===== config.mk =====
export PLATFORM = sky130hd
export DESIGN_NAME = seq_div_nonrestoring
export DESIGN_NICKNAME = d
export VERILOG_FILES = /design/src/rtl/div_pkg.sv /design/src/rtl/nr_div_step.sv /design/src/rtl/seq_div_nonrestoring.sv
export SDC_FILE = /design/constraint.sdc
export NUM_CORES = 1
export LEC_CHECK = 0
export CAP_MARGIN = 10
export CORE_MARGIN = 2
export CORE_UTILIZATION = 55
export DETAILED_ROUTE_END_ITERATION = 6
export HOLD_SLACK_MARGIN = 0.06
export PLACE_DENSITY = 0.8
export SLEW_MARGIN = 20
export SYNTH_ARGS = -nofsm -noshare
export SYNTH_HDL_FRONTEND = slang
export SYNTH_SLANG_ARGS = --single-unit

===== constraint.sdc =====
create_clock -name clk -period 7.7 [get_ports clk]
set_clock_uncertainty 0.2 [all_clocks]
set_input_delay 1.155 -clock clk [delete_from_list [all_inputs] [get_ports clk]]
set_output_delay 1.155 -clock clk [all_outputs]
set_load 0.005 [all_outputs]

===== src/rtl/div_pkg.sv =====
// Shared definitions for the sequential non-restoring divider.
// Contents:
//   div_state_t - FSM state encoding (IDLE, RUN, FIX, DONE)
//   cnt_width   - width of the iteration counter for an M-bit divider
package div_pkg;

  typedef enum logic [1:0] {
    IDLE = 2'd0,
    RUN  = 2'd1,
    FIX  = 2'd2,
    DONE = 2'd3
  } div_state_t;

  // The counter must be able to hold M itself, so it needs ceil(log2(M+1)) bits.
  function automatic int cnt_width(input int m);
    return $clog2(m + 1);
  endfunction

endpackage


===== src/rtl/nr_div_step.sv =====
// One combinational (M+1)-bit add/subtract step of the non-restoring divider.
// Ports:
//   i_p        - current partial remainder P (M+1 bits, two's complement)
//   i_d        - divisor D (M bits, unsigned)
//   i_q_bit_in - bit shifted into P from the top of Q during an iteration
//   i_fix      - 1: remainder correction, P + {0,D} with no shift
//                0: iteration, S = {P[M-1:0], q_in}, S -/+ {0,D} chosen by P[M]
//   o_p_new    - resulting partial remainder (carry-out dropped)
//   o_q_bit    - quotient bit, 1 when the result is non-negative
module nr_div_step #(
  parameter int M = 32
) (
  input  logic [M:0]   i_p,
  input  logic [M-1:0] i_d,
  input  logic         i_q_bit_in,
  input  logic         i_fix,
  output logic [M:0]   o_p_new,
  output logic         o_q_bit
);

  logic       w_sub;
  logic [M:0] w_a;
  logic [M:0] w_b;

  // Subtract when the partial remainder is non-negative; correction only adds.
  assign w_sub = i_fix ? 1'b0 : ~i_p[M];
  assign w_a   = i_fix ? i_p : {i_p[M-1:0], i_q_bit_in};
  // Subtraction as a + ~b + 1, carry-in equal to the subtract select.
  assign w_b   = {1'b0, i_d} ^ {(M + 1){w_sub}};

  // The intermediate shifted value may overflow M+1 bits, but the result
  // always lies in (-D, D), so arithmetic modulo 2^(M+1) is exact.
  assign o_p_new = w_a + w_b + {{M{1'b0}}, w_sub};
  assign o_q_bit = ~o_p_new[M];

endmodule


===== src/rtl/seq_div_nonrestoring.sv =====
// Multi-cycle unsigned M-bit non-restoring divider with valid/ready on both sides.
// Ports:
//   clk, rst            - clock, synchronous active-high reset
//   in_valid/in_ready   - operand handshake; in_ready is high only in IDLE
//   x, y                - dividend, divisor (sampled on the accepting edge)
//   out_valid/out_ready - result handshake; result held until accepted
//   q, r, dz            - quotient, remainder, divide-by-zero flag
//   dbg_state           - current FSM state for observation
// Handshake: a transfer happens on a rising edge where valid and ready are
// both high; a valid side keeps its data stable until that edge, and the
// ready side may not depend combinationally on valid.
module seq_div_nonrestoring
  import div_pkg::*;
#(
  parameter int M = 32
) (
  input  logic         clk,
  input  logic         rst,
  input  logic         in_valid,
  output logic         in_ready,
  input  logic [M-1:0] x,
  input  logic [M-1:0] y,
  output logic         out_valid,
  input  logic         out_ready,
  output logic [M-1:0] q,
  output logic [M-1:0] r,
  output logic         dz,
  output div_state_t   dbg_state
);

  localparam int            CW       = cnt_width(M);
  localparam logic [CW-1:0] CNT_INIT = CW'(M);
  localparam logic [CW-1:0] CNT_LAST = CW'(1);

  div_state_t    r_state;
  logic [M:0]    r_p;
  logic [M-1:0]  r_q;
  logic [M-1:0]  r_d;
  logic [CW-1:0] r_cnt;
  logic [M-1:0]  r_q_out;
  logic [M-1:0]  r_r_out;
  logic          r_dz;
  logic          r_in_ready;
  logic          r_out_valid;

  logic [M:0]    w_p_new;
  logic          w_q_bit;
  logic          w_fix;
  logic [M-1:0]  w_r_fix;

  assign w_fix = (r_state == FIX);

  nr_div_step #(.M(M)) u_step (
    .i_p        (r_p),
    .i_d        (r_d),
    .i_q_bit_in (r_q[M-1]),
    .i_fix      (w_fix),
    .o_p_new    (w_p_new),
    .o_q_bit    (w_q_bit)
  );

  // A negative final partial remainder is one divisor short of the true remainder.
  assign w_r_fix = r_p[M] ? w_p_new[M-1:0] : r_p[M-1:0];

  always_ff @(posedge clk) begin
    if (rst) begin
      r_state     <= IDLE;
      r_p         <= '0;
      r_q         <= '0;
      r_d         <= '0;
      r_cnt       <= '0;
      r_q_out     <= '0;
      r_r_out     <= '0;
      r_dz        <= 1'b0;
      r_in_ready  <= 1'b1;
      r_out_valid <= 1'b0;
    end else begin
      case (r_state)
        IDLE: begin
          if (in_valid) begin
            r_in_ready <= 1'b0;
            if (y == '0) begin
              // Divide by zero bypasses the datapath entirely.
              r_q_out     <= '1;
              r_r_out     <= x;
              r_dz        <= 1'b1;
              r_out_valid <= 1'b1;
              r_state     <= DONE;
            end else begin
              r_p     <= '0;
              r_q     <= x;
              r_d     <= y;
              r_cnt   <= CNT_INIT;
              r_state <= RUN;
            end
          end
        end
        RUN: begin
          r_p   <= w_p_new;
          r_q   <= {r_q[M-2:0], w_q_bit};
          r_cnt <= r_cnt - CNT_LAST;
          if (r_cnt == CNT_LAST) begin
            r_state <= FIX;
          end
        end
        FIX: begin
          r_p         <= r_p[M] ? w_p_new : r_p;
          r_q_out     <= r_q;
          r_r_out     <= w_r_fix;
          r_dz        <= 1'b0;
          r_out_valid <= 1'b1;
          r_state     <= DONE;
        end
        DONE: begin
          if (out_ready) begin
            r_out_valid <= 1'b0;
            r_in_ready  <= 1'b1;
            r_state     <= IDLE;
          end
        end
      endcase
    end
  end

  assign in_ready  = r_in_ready;
  assign out_valid = r_out_valid;
  assign q         = r_q_out;
  assign r         = r_r_out;
  assign dz        = r_dz;
  assign dbg_state = r_state;

endmodule


### Yosys cells after proc, flatten, opt, wreduce, memory -nomap -nowiden

Index checks and enable logic that the tools add are counted.

* register bits: 172
* bits in latches: 0
* RAM bits: 0
* memory bits (read-only): 0
* input bits: 68
* logic and storage cells: 75
* memories: 0

* add/subtract/negate cells: 3
* multipliers: 0
* div/mod/pow operators: 0
* order comparisons: 0
* eq/ne operators: 10
* shifts and indexed selects: 0
* mux-type cells: 32
* bitwise operators: 4
* reductions and logical operators: 15

Operator list (count)
* two-way mux 32 bit: 7
* case mux 32 bit (2 select lines): 3
* two-way mux 33 bit: 4
* case mux 33 bit (3 select lines): 1
* adder 33 x 1 -> 33 bit: 1
* adder 33 bit: 1
* XOR 32 x 33 -> 33 bit: 1
* logical NOT 32 bit: 1
* AND reduction 3 bit: 6
* two-way mux 6 bit: 2
* != test 2 bit, second input constant: 6
* case mux 6 bit (2 select lines): 1
* two-way mux 2 bit: 4
* case mux 2 bit (4 select lines): 1
* AND reduction 4 bit: 2
* equality test 6 x 1 -> 1 bit, second input constant: 1
* two-way mux 1 bit: 6
* nonzero test 2 bit: 3
* nonzero test 3 bit: 2
* subtractor 6 x 1 -> 6 bit, second input constant: 1
* equality test 2 bit, second input constant: 2
* case mux 1 bit (2 select lines): 2
* inverter 1 bit: 3
* case mux 1 bit (3 select lines): 1
* other kinds (2): 2

### Logic depth before layout (Yosys ltp)

Gate-level depths: netlist of the first run.

* depth after elaboration: 7
* depth in mapped cells: 18
* mapped depth without buffers: 14

### Hierarchy

From an unflattened synthesis of the first run, not the netlist that was laid out.

* cells, all modules: 1146
* area total of the unflattened synthesis: 9785.6 µm²

By module, submodules not included
* seq_div_nonrestoring: times used 1, cells each 830, area each 7315.8 µm², sequential area each 3443.3 µm²
* nr_div_step: times used 1, cells each 316, area each 2469.9 µm², sequential area each 0.0 µm²

### Worst setup path after synthesis of the first run

No wires, ideal clock.

* path kind: reg-to-reg
* start: reg r_p[32]
* end: reg r_r_out[28], in the netlist r[28]
* arrival time: 4.046 ns
* data required time: 7.368 ns
* slack: 3.322 ns
* stages on the path, launching flop included: 17
* path buffers: 4
* period minus slack after synthesis: 4.378 ns
* cells stage by stage: dfxtp_1 buf_6 clkbuf_1 clkbuf_1 nor2_1 buf_2 xor2_1 fa_1 a21o_1 a21oi_2 o21ai_0 a31o_2 a21boi_4 o22a_1 mux2_2 o311ai_0 a21oi_1

* longest elaborated chain between the ends: 7

Ends and longest elaborated chain
* start: declaration: RTL line seq_div_nonrestoring.sv:36 `logic [M:0] r_p;`
* start signal: assignment: RTL line seq_div_nonrestoring.sv:99 `r_p <= w_p_new;`
* start signal: assignment: RTL line seq_div_nonrestoring.sv:107 `r_p <= r_p[M] ? w_p_new : r_p;`
* inverter 1 bit: RTL line nr_div_step.sv:26 `assign w_sub = i_fix ? 1'b0 : ~i_p[M];`
* two-way mux 1 bit: RTL line nr_div_step.sv:26
* XOR 32 x 33 -> 33 bit: RTL line nr_div_step.sv:29 `assign w_b = {1'b0, i_d} ^ {(M + 1){w_sub}};`
* adder 33 bit: RTL line nr_div_step.sv:33 `assign o_p_new = w_a + w_b + {{M{1'b0}}, w_sub};`
* adder 33 x 1 -> 33 bit: RTL line nr_div_step.sv:33
* two-way mux 32 bit *: RTL line seq_div_nonrestoring.sv:63 `assign w_r_fix = r_p[M] ? w_p_new[M-1:0] : r_p[M-1:0];`
* case mux 32 bit (2 select lines) *: RTL line seq_div_nonrestoring.sv:78 `case (r_state)`
* end signal: assignment: RTL line seq_div_nonrestoring.sv:109 `r_r_out <= w_r_fix;`
* end: declaration: RTL line seq_div_nonrestoring.sv:41 `logic [M-1:0] r_r_out;`

Mark *: on every way between the ends. The rest lies on a longest branch, timed or not.
A chain may end at the register's enable or synchronous reset.

### Final worst setup path of the first run

* start: reg r_state[0], in the netlist dbg_state[0]
* end: reg r_r_out[26], in the netlist r[26]

* longest elaborated chain between the ends: 7
* elaborated cells on any way between the ends: 13
* classes of those cells: add/sub: 2; eq/ne: 3; mux: 4; bitwise: 1; reduce/logical: 3

Ends and longest elaborated chain
* start: declaration: RTL line seq_div_nonrestoring.sv:35 `div_state_t r_state;`
* start signal: assignment: RTL line seq_div_nonrestoring.sv:67 `r_state <= IDLE;`
* start signal: assignment: RTL line seq_div_nonrestoring.sv:88 `r_state <= DONE;`
* start signal: assignment: RTL line seq_div_nonrestoring.sv:94 `r_state <= RUN;`
* equality test 2 bit: RTL line seq_div_nonrestoring.sv:51, seq_div_nonrestoring.sv:78
* two-way mux 1 bit: RTL line nr_div_step.sv:26
* XOR 32 x 33 -> 33 bit: RTL line nr_div_step.sv:29
* adder 33 bit: RTL line nr_div_step.sv:33
* adder 33 x 1 -> 33 bit: RTL line nr_div_step.sv:33
* two-way mux 32 bit: RTL line seq_div_nonrestoring.sv:63
* case mux 32 bit (2 select lines): RTL line seq_div_nonrestoring.sv:78

Several ways; a longest one is shown, not always the timed one.

==> impl_metrics.json, run 1 <==
{
  "slew_headroom_pct": 24.1,
  "num_rows": 49,
  "power_uw": 5590,
  "ys_types": 73,
  "layoutNonFillerInstCount": 1522,
  "detail-route-antenna-nets": 0,
  "post-route-util_pct": 66.4,
  "syn-instance-count": 1208,
  "path_cells": "inv_1 > ha_2 > buf_4 > mux2_2 > ha_1 > a21o_1 > a21o_1 > a21oi_2 > nand3_1 > o21ai_0 > o21ai_1 > a31oi_1 > mux2i_1 > nor2_1",
  "hp-class": "reg2reg",
  "synth_edf_count": 0,
  "die_y_um": 138,
  "diodes": 0,
  "end_kind": "flip-flop",
  "clk_path_buf_depth": 2,
  "p_per_area_mw_per_mm2": 472,
  "cp_slowest_cell": "ha_2",
  "htree_levels": 4,
  "ys_seq_area_share_pct": 34.7,
  "crit_type": "reg2reg",
  "dr_total_vias": 9177,
  "rsz0062_at_grt": "no",
  "synthArstFlopShare_pct": 0,
  "tritoncts": "yes",
  "drive_gt1_share_pct": 8.51,
  "avgSynthCellArea_um2": 8.22,
  "synth_warnings": 0,
  "cts_buffers": 17,
  "r2r-start": "dbg_state[0]",
  "vias_per_cell": 6.03,
  "critPathArrivalTime_ns": 5.22,
  "drc": 0,
  "period_needed_ns": 5.09,
  "max_slew.worst_pin.slew_ns": 1.14,
  "wirelength_um": 26600,
  "hold_buffers": 0,
  "rrSetupSlack_ns": 2.61,
  "setup_viol": 0,
  "p_leak_uw": 0.00453,
  "fill_cells": 1518,
  "root_buffer": "clkbuf_16",
  "synth_ff_type": "dfxtp_1",
  "seqCellArea_mm2": 0.00344,
  "netlist_area_mm2": 0.00994,
  "cp_slowest_stage_delay_ns": 0.81,
  "reg2reg_depth": 14,
  "reg2reg_to": "r[26]",
  "core-area_mm2": 0.0178,
  "worstSkewPairLatency_ns": 0.44,
  "io_pins": 137,
  "grt_pass1_wl_um": 42900,
  "place_hpwl_um": 18600,
  "grt.total_usage_pct": 27.0,
  "die_area_mm2": 0.0192,
  "syn_nets": 1315,
  "fmaxAchievable_ghz": 0.197,
  "clk_pin_slew_ns": 0.07,
  "multi_input_comb_area_mm2": 0.00602,
  "grt_max_degree": 94,
  "grt.overflow.total": 0,
  "outcome": "finished, final reports clean",
  "ir_worst_vdd_mv": 0.230,
  "die_x_um": 138,
  "period_share_pct": 66.1,
  "cp_max_fo": 45,
  "initial_core_util_pct": 55.7,
  "final_max_slew_viol_count": 0,
  "drtIter0Drc": 862,
  "synth_seq_cells": 172,
  "grt_pass1_vias": 8229,
  "required_ns": 7.83,
  "layout.nets": 1387,
  "cts_resized": 0,
  "dpl.cell_count": 1490,
  "antenna_found_initial": 0,
  "startpoint": "dbg_state[0]",
  "io_buffers": 136,
  "routedWlPerCell_um": 17.5,
  "crit_top_cell": "a21o_1",
  "hold_viol": 0,
  "drt_pass1_iterations": 5,
  "tns_ns": 0,
  "crit_end": "r[26]",
  "cap_viol_max_count": 0,
  "cts_sinks": 172,
  "place_congestion": 0.912,
  "syn_to_final_growth_pct": 19.2,
  "cts_setup_buffers": 0,
  "worstSetupStartpointType": "flip-flop"
}
==> registers in the layout, indices dropped and copies added (netlist names) <==
| signal | cells |
|---|---|
| r_p | 33 |
| r_q | 32 |
| dz | 1 |
| r_cnt | 6 |
| out_valid | 1 |
| dbg_state | 2 |
| r | 32 |
| in_ready | 1 |
| q | 32 |
| r_d | 32 |
==> cells in the final DEF, fill, tap and decap left out, drive strengths merged, types with 17 or more instances in the layout <==
cell type / netlist / layout
mux2i: 52 / 52
a21oi: 128 / 128
nand3: 23 / 23
nand2: 145 / 145
inv: 15 / 22
nor2: 130 / 130
xnor2: 22 / 22
xor2: 42 / 42
o21ai: 58 / 58
clkdlybuf4s50: 0 / 135
a211oi: 55 / 55
nor3: 20 / 20
ha: 38 / 38
a22oi: 25 / 25
clkbuf: 72 / 17
dfxtp: 172 / 172
a21o: 28 / 28
mux2: 37 / 37
==> worst max-delay path: cells and delay by family (launching register included) <==
family,cells,cell delay [ns]
simple gates,2,0.19
flops,1,0.36
fa+ha+maj,2,1.19
buf+inv,2,0.67
mux,2,0.71
compound gates,6,1.60
==> per-stage QoR <==
step	hold WS [ns]	worst slack [ns]	cell area (um^2)
6_report	0.251	2.61	11800
5_1_grt	0.274	2.25	11800
4_1_cts	0.254	2.66	11800
3_5_place_dp	0.245	2.69	11200
3_3_place_gp	0.239	2.82	11200
2_1_floorplan	0.232	3.32	9940
==> cell type report <==
cell class / instances / share of cell area [%]
multi-input combinational: 928 / 50.8
sequential: 172 / 29.1
timing repair buffer: 146 / 12.1
clock buffer: 17 / 3.59
tap: 229 / 2.42
clock inverter: 15 / 1.49
inverter: 15 / 0.475
==> where the power goes <==
group	switching [uW]	internal (uW)
Sequential	182	1130
Clock	410	465
Combinational	2050	1360
==> worst min-delay path by stage <==
stage          endpoint     start  cells past startpoint  slack [ns]
2_1_floorplan  r_cnt[1]  r_cnt[1]                      2        0.23
3_3_place_gp       q[6]      q[6]                      2        0.24
3_5_place_dp      q[20]     q[20]                      2        0.24
4_1_cts           q[20]     q[20]                      2        0.25
5_1_grt            r[1]      r[1]                      2        0.27
6_report           q[3]      q[3]                      2        0.25
==> per-layer routing <==
metal	track usage, %	vias to the layer above	routed length (um)
li1	-	4470	-
met1	41.5	4298	12600
met2	39.1	385	11400
met3	5.06	24	2250
met4	6.23	0	272
met5	0	-	0
==> synthesized netlist by cell type, types with 3 or more instances <==
cell type,instances,area (um^2)
a211oi_1,55,413
xor2_1,42,368
nor3_1,19,95.1
a31oi_1,5,31.3
o21ai_0,53,265
a21oi_1,126,631
mux2i_1,52,521
o21ai_1,5,25.0
a21o_1,28,210
and3_1,9,56.3
nand2_1,145,544
nand4_1,10,62.6
buf_4,3,22.5
buf_6,9,101
nand3_1,23,115
a22oi_1,24,180
ha_1,38,475
o21bai_1,5,37.5
buf_2,5,25.0
nand2b_1,4,25.0
clkbuf_8,3,41.3
inv_1,15,56.3
o31ai_1,3,22.5
clkbuf_1,67,251
xnor2_1,22,193
or3_1,12,75.1
mux2_2,37,417
or2_2,4,25.0
o211ai_1,10,75.1
nor4_1,11,68.8
a211o_1,4,35.0
buf_1,4,15.0
nor2_1,130,488
o21a_1,6,45.0
dfxtp_1,172,3440
a32o_1,3,30.0
==> cell families (layout without fill, tap and decap cells) <==
| group | Yosys count | in the layout | share of synthesized area [%] |
|---|---|---|---|
| DFF | 172 | 172 | 34.7 |
| xor gates and xnor gates | 64 | 64 | 5.64 |
| and+or+nand+nor | 380 | 380 | 16.8 |
| AOI/OAI and AO/OA | 356 | 356 | 23.2 |
| adders and majority gates | 39 | 39 | 4.99 |
| buffers and inverters | 108 | 193 | 5.26 |
| muxes | 89 | 89 | 9.43 |
(Power assumes the default switching activity.)
==> run 2: changes to the inputs <==
--- a/config.mk
+++ b/config.mk
@@ -7,10 +7,10 @@
 export LEC_CHECK = 0
 export CAP_MARGIN = 10
 export CORE_MARGIN = 2
-export CORE_UTILIZATION = 55
+export CORE_UTILIZATION = 50
 export DETAILED_ROUTE_END_ITERATION = 6
 export HOLD_SLACK_MARGIN = 0.06
-export PLACE_DENSITY = 0.8
+export PLACE_DENSITY = 0.77
 export SLEW_MARGIN = 20
 export SYNTH_ARGS = -nofsm -noshare
 export SYNTH_HDL_FRONTEND = slang
==> constraint.sdc (replaced) <==
create_clock -name clk -period 4.62 [get_ports clk]
set_clock_uncertainty 0.2 [all_clocks]
set_input_delay 0.693 -clock clk [delete_from_list [all_inputs] [get_ports clk]]
set_output_delay 0.693 -clock clk [all_outputs]
set_load 0.005 [all_outputs]
==> run 2 against run 1 <==
Effect of this change:
- critical path depth unchanged
- final area up 0.99%
- die area up 9.7%
- total power up 67%
- first-iteration DRC count down 32%
- worst hold slack worse by 0.00093 ns
==> impl_metrics.json, run 2 (synthesis gave the netlist of run 1 again) <==
{
  "outcome": "finished, final reports clean",
  "tns_ns": 0,
  "vias_per_cell": 5.77,
  "layout.nets": 1394,
  "hold_ws_ns": 0.250,
  "worstSetupStartpointType": "flip-flop",
  "drtIter0Drc": 589,
  "initial_core_util_pct": 51.1,
  "fmaxAchievable_ghz": 0.226,
  "place_congestion": 0.920,
  "rsz0062_at_grt": "no",
  "p_leak_uw": 0.00458,
  "p_per_area_mw_per_mm2": 780,
  "syn_to_final_growth_pct": 20.4,
  "cts_buffers": 17,
  "core-area_mm2": 0.0195,
  "layout_commonest_cell": "dfxtp_1",
  "diodes": 0,
  "hp-class": "reg2reg",
  "power_uw": 9320,
  "final_cell_mix": "dfxtp_1 (171), nand2_1 (145), clkdlybuf4s50_1 (135)",
  "worstSkewPairLatency_ns": 0.44,
  "num_rows": 51,
  "setup_viol": 0,
  "io_buffers": 136,
  "die_x_um": 145,
  "antenna_found_initial": 0,
  "die_area_mm2": 0.0210,
  "detail-route-antenna-nets": 0,
  "final_max_slew_viol_count": 0,
  "largest_reg_flops": 33,
  "cap_viol_max_count": 0,
  "dpl_cell_area_mm2": 0.0114,
  "ir_worst_vdd_mv": 0.307,
  "clk_pin_slew_ns": 0.08,
  "period_needed_ns": 4.43,
  "final_cell_area_mm2": 0.0120,
  "hold_viol": 0,
  "grt.total_usage_pct": 25.0,
  "crit_type": "reg2reg",
  "hold_buffers": 0,
  "place_hpwl_um": 19300,
  "grt_pass1_vias": 8257,
  "end_kind": "flip-flop",
  "io_pins": 137,
  "slew_headroom_pct": 38.2,
  "drt_pass1_iterations": 5,
  "grt_max_degree": 90,
  "wirelength_um": 26800,
  "htree_levels": 4,
  "required_ns": 4.69,
  "cts_resized": 0,
  "clk_path_buf_depth": 2,
  "grt.overflow.total": 0,
  "cp_max_fo": 11,
  "grt_pass1_wl_um": 43500,
  "cts_setup_buffers": 0,
  "root_buffer": "clkbuf_16",
  "top_register": "r_p",
  "max_slew.worst_pin.slew_ns": 0.927,
  "dr_total_vias": 9036,
  "routedWlPerCell_um": 17.1,
  "drive_gt1_share_pct": 8.92,
  "period_share_pct": 95.8,
  "critPathArrivalTime_ns": 4.50,
  "cts_sinks": 172,
  "drc": 0,
  "tritoncts": "yes",
  "die_y_um": 145
}
## run 2: changes by cell type in the layout (fill, tap and decap cells not counted), sizes merged
cell and change:
clkinvlp -1, clkinv +1, bufinv -1, buf +7, inv +1
## run 2: layout make-up
| type | instances | area [um^2] |
|---|---|---|
| sequential | 172 | 3440 |
| multi-input combinational | 928 | 6010 |
| fill | 1701 | 7500 |
| timing repair buffer | 153 | 1520 |
| clock inverter | 15 | 166 |
| inverter | 15 | 56.3 |
| tap | 265 | 332 |
| clock buffer | 17 | 425 |
## run 2: path summary, 6_finish.rpt
kind / end / start / cells past startpoint / slack [ns]
worst max register to register: r[28] / dbg_state[0] / 14 / 0.19
worst min-delay path: q[10] / q[10] / 2 / 0.25
worst min register to register: q[10] / q[10] / 2 / 0.25
worst max-delay path: r[28] / dbg_state[0] / 14 / 0.19
## run 2: metal layers
layer  GRT usage, %  wire length, um  vias up
met5              0                0        -
met4           6.44              361        0
met3           4.34             1870       29
li1               -                -     4493
met1           37.3            13100     4202
met2           37.2            11500      312
## run 2: through the flow
step | setup WS [ns] | util [%] | std cells
2_1_floorplan | 0.242 | - | 1208
3_3_place_gp | 0.309 | 58.4 | 1533
3_5_place_dp | 0.263 | 58.4 | 1533
4_1_cts | 0.224 | 61.4 | 1565
5_1_grt | 0.00316 | 61.4 | 1565
6_report | 0.193 | 61.4 | 1565
## run 2: power breakdown
group          total [uW]  switching [uW]  internal, uW  leakage (uW)
logic                5710            3410          2310       0.00288
clock network        1420             697           728      0.000290
registers            2190             303          1880       0.00140
## run 2: critical path: stages (launching register included)
cell	delay, ns
dfxtp_1	0.36
inv_1	0.12
ha_2	0.37
mux2_2	0.41
mux2_2	0.28
fa_1	0.40
a21o_1	0.21
a21oi_2	0.19
o21ai_0	0.15
a31o_2	0.30
a21boi_4	0.24
o22a_1	0.24
mux2_2	0.35
o311ai_0	0.32
a21oi_1	0.11
==> run 3: changes to the inputs <==
--- a/config.mk
+++ b/config.mk
@@ -10,7 +10,7 @@
 export CORE_UTILIZATION = 50
 export DETAILED_ROUTE_END_ITERATION = 6
 export HOLD_SLACK_MARGIN = 0.06
-export PLACE_DENSITY = 0.77
+export PLACE_DENSITY = 0.75
 export SLEW_MARGIN = 20
 export SYNTH_ARGS = -nofsm -noshare
 export SYNTH_HDL_FRONTEND = slang
==> run 3 against run 2 <==
Effect of this change:
- flip-flop and latch count unchanged
- die area unchanged
- maximum frequency up 2.5%
- routed wire length increased by 1.2%
- non-clock buffer count grew 5
- global-route usage is 0.26 points higher
- critical path depth is the same
- worst hold slack improved by 0.0015 ns
- total power increased by 0.98%
==> impl_metrics.json, run 3 (synthesis gave the netlist of run 1 again) <==
{
  "outcome": "finished, final reports clean",
  "cp_slowest_stage_delay_ns": 0.40,
  "grt.total_usage_pct": 25.3,
  "critPathArrivalTime_ns": 4.41,
  "layout_commonest_cell": "dfxtp_1",
  "vias_per_cell": 5.77,
  "cts_sinks": 172,
  "hold_viol": 0,
  "startpoint": "dbg_state[0]",
  "hold_path_startpoint": "q[7]",
  "grt_max_degree": 79,
  "worstSetupStartpointType": "flip-flop",
  "reg2reg_depth": 14,
  "period_share_pct": 93.4,
  "setup_viol": 0,
  "drtIter0Drc": 689,
  "critPathTopFamily": "compound AO/OA/AOI/OAI gates",
  "wirelength_um": 27100,
  "antenna_found_initial": 0,
  "cp_max_fo": 5,
  "largest_reg_flops": 33,
  "p_leak_uw": 0.00459,
  "dpl_cell_area_mm2": 0.0114,
  "core-area_mm2": 0.0195,
  "detail-route-antenna-nets": 0,
  "top_register": "r_p",
  "rrSetupSlack_ns": 0.30,
  "place_congestion": 0.901,
  "period_needed_ns": 4.32,
  "ir_worst_vdd_mv": 0.336,
  "grt.overflow.total": 0,
  "diodes": 0,
  "crit_top_cell": "mux2_2",
  "seqCellArea_mm2": 0.00344,
  "r2r-start": "dbg_state[0]",
  "drc": 0,
  "tritoncts": "yes",
  "min_delay_worst_endpoint": "q[7]",
  "cap_viol_max_count": 0,
  "layout.nets": 1399,
  "max_slew.worst_pin.slew_ns": 0.840,
  "required_ns": 4.72,
  "dr_total_vias": 9058,
  "grt_pass1_wl_um": 44000,
  "path_cells": "inv_1 > ha_2 > mux2_2 > mux2_2 > fa_1 > a21o_1 > a21oi_2 > o21ai_0 > a31o_2 > a21boi_4 > o22a_1 > mux2_2 > o311ai_0 > a21oi_1",
  "final_max_slew_viol_count": 0,
  "drt_pass1_iterations": 5,
  "path_buf_inv": 1,
  "worstSkewPairLatency_ns": 0.43,
  "initial_core_util_pct": 51.1,
  "hold_depth": 2,
  "clk_path_buf_depth": 2,
  "slew_headroom_pct": 44.0,
  "htree_levels": 4,
  "hp-class": "reg2reg",
  "root_buffer": "clkbuf_16",
  "drive_gt1_share_pct": 9.27,
  "final_cell_mix": "dfxtp_1 (171), nand2_1 (145), clkdlybuf4s50_1 (135)",
  "tns_ns": 0,
  "power_uw": 9420,
  "cts_buffers": 17,
  "fill_cells": 1791,
  "p_per_area_mw_per_mm2": 784,
  "num_rows": 51,
  "io_buffers": 136,
  "rsz0062_at_grt": "no",
  "grt_pass1_vias": 8285,
  "multi_input_comb_area_mm2": 0.00601,
  "hold_ws_ns": 0.252,
  "cp_slowest_cell": "mux2_2",
  "routedWlPerCell_um": 17.3,
  "die_x_um": 145,
  "io_pins": 137,
  "final_cell_area_mm2": 0.0120,
  "reg2reg_to": "r[28]",
  "die_area_mm2": 0.0210,
  "end_kind": "flip-flop",
  "fmaxAchievable_ghz": 0.232,
  "crit_type": "reg2reg",
  "syn_to_final_growth_pct": 20.9,
  "place_hpwl_um": 19600,
  "clk_pin_slew_ns": 0.07,
  "die_y_um": 145
}
run 3: cell types whose count changed in the layout (fill, tap and decap cells not counted):
cell	change
inv_12	+1
buf_12	-1
buf_4	+4
clkinvlp_4	+3
clkinv_4	-3
buf_6	+1
clkbuf_16	+1
inv_6	-1
run 3: power by group:
part | switching [uW] | internal, uW
combinational | 3430 | 2360
clock | 719 | 731
sequential | 302 | 1880
total | 4450 | 4970
run 3: final cells by class:
cell class	count	share of cell area, %
clock buffer	17	3.54
sequential	172	28.7
timing repair buffer	158	13.1
clock inverter	15	1.42
inverter	15	0.469
multi-input combinational	928	50.1
tap	265	2.76
run 3: per-stage QoR:
stage / util (%) / std cells / worst slack (ns)
CTS: 61.5 / 1568 / 0.307
global placement: 58.5 / 1536 / 0.396
finish: 61.7 / 1570 / 0.303
floorplan: - / 1208 / 0.242
detailed placement: 58.5 / 1536 / 0.362
global route: 61.7 / 1570 / 0.0226
run 3: worst max path at each step:
stage / endpoint / slack [ns] / depth (start not counted)
3_3_place_gp: r_q[0] / 0.40 / 14
3_5_place_dp: r[28] / 0.36 / 16
2_1_floorplan: r[28] / 0.24 / 16
4_1_cts: r[28] / 0.31 / 16
5_1_grt: r[28] / 0.02 / 16
6_report: r[28] / 0.30 / 14
run 3: routing by layer:
layer	GRT usage (%)	vias to the layer above	share of wire [%]
met5	0	-	0
met4	5.05	0	0.96
met3	3.93	24	6.6
met2	37.8	296	43
met1	38.4	4236	49
li1	-	4502	-
run 3: worst min-delay path: stages (launching register included):
cell and delay (ns):
dfxtp_1 0.31, nand2_1 0.05, a21oi_1 0.05
run 3: what timing repair did:
item | CTS | global route
resized for setup | 0 | 1
setup buffers | 0 | 1
endpoints found under the setup margin | 0 | 2
hold buffers | 0 | 0
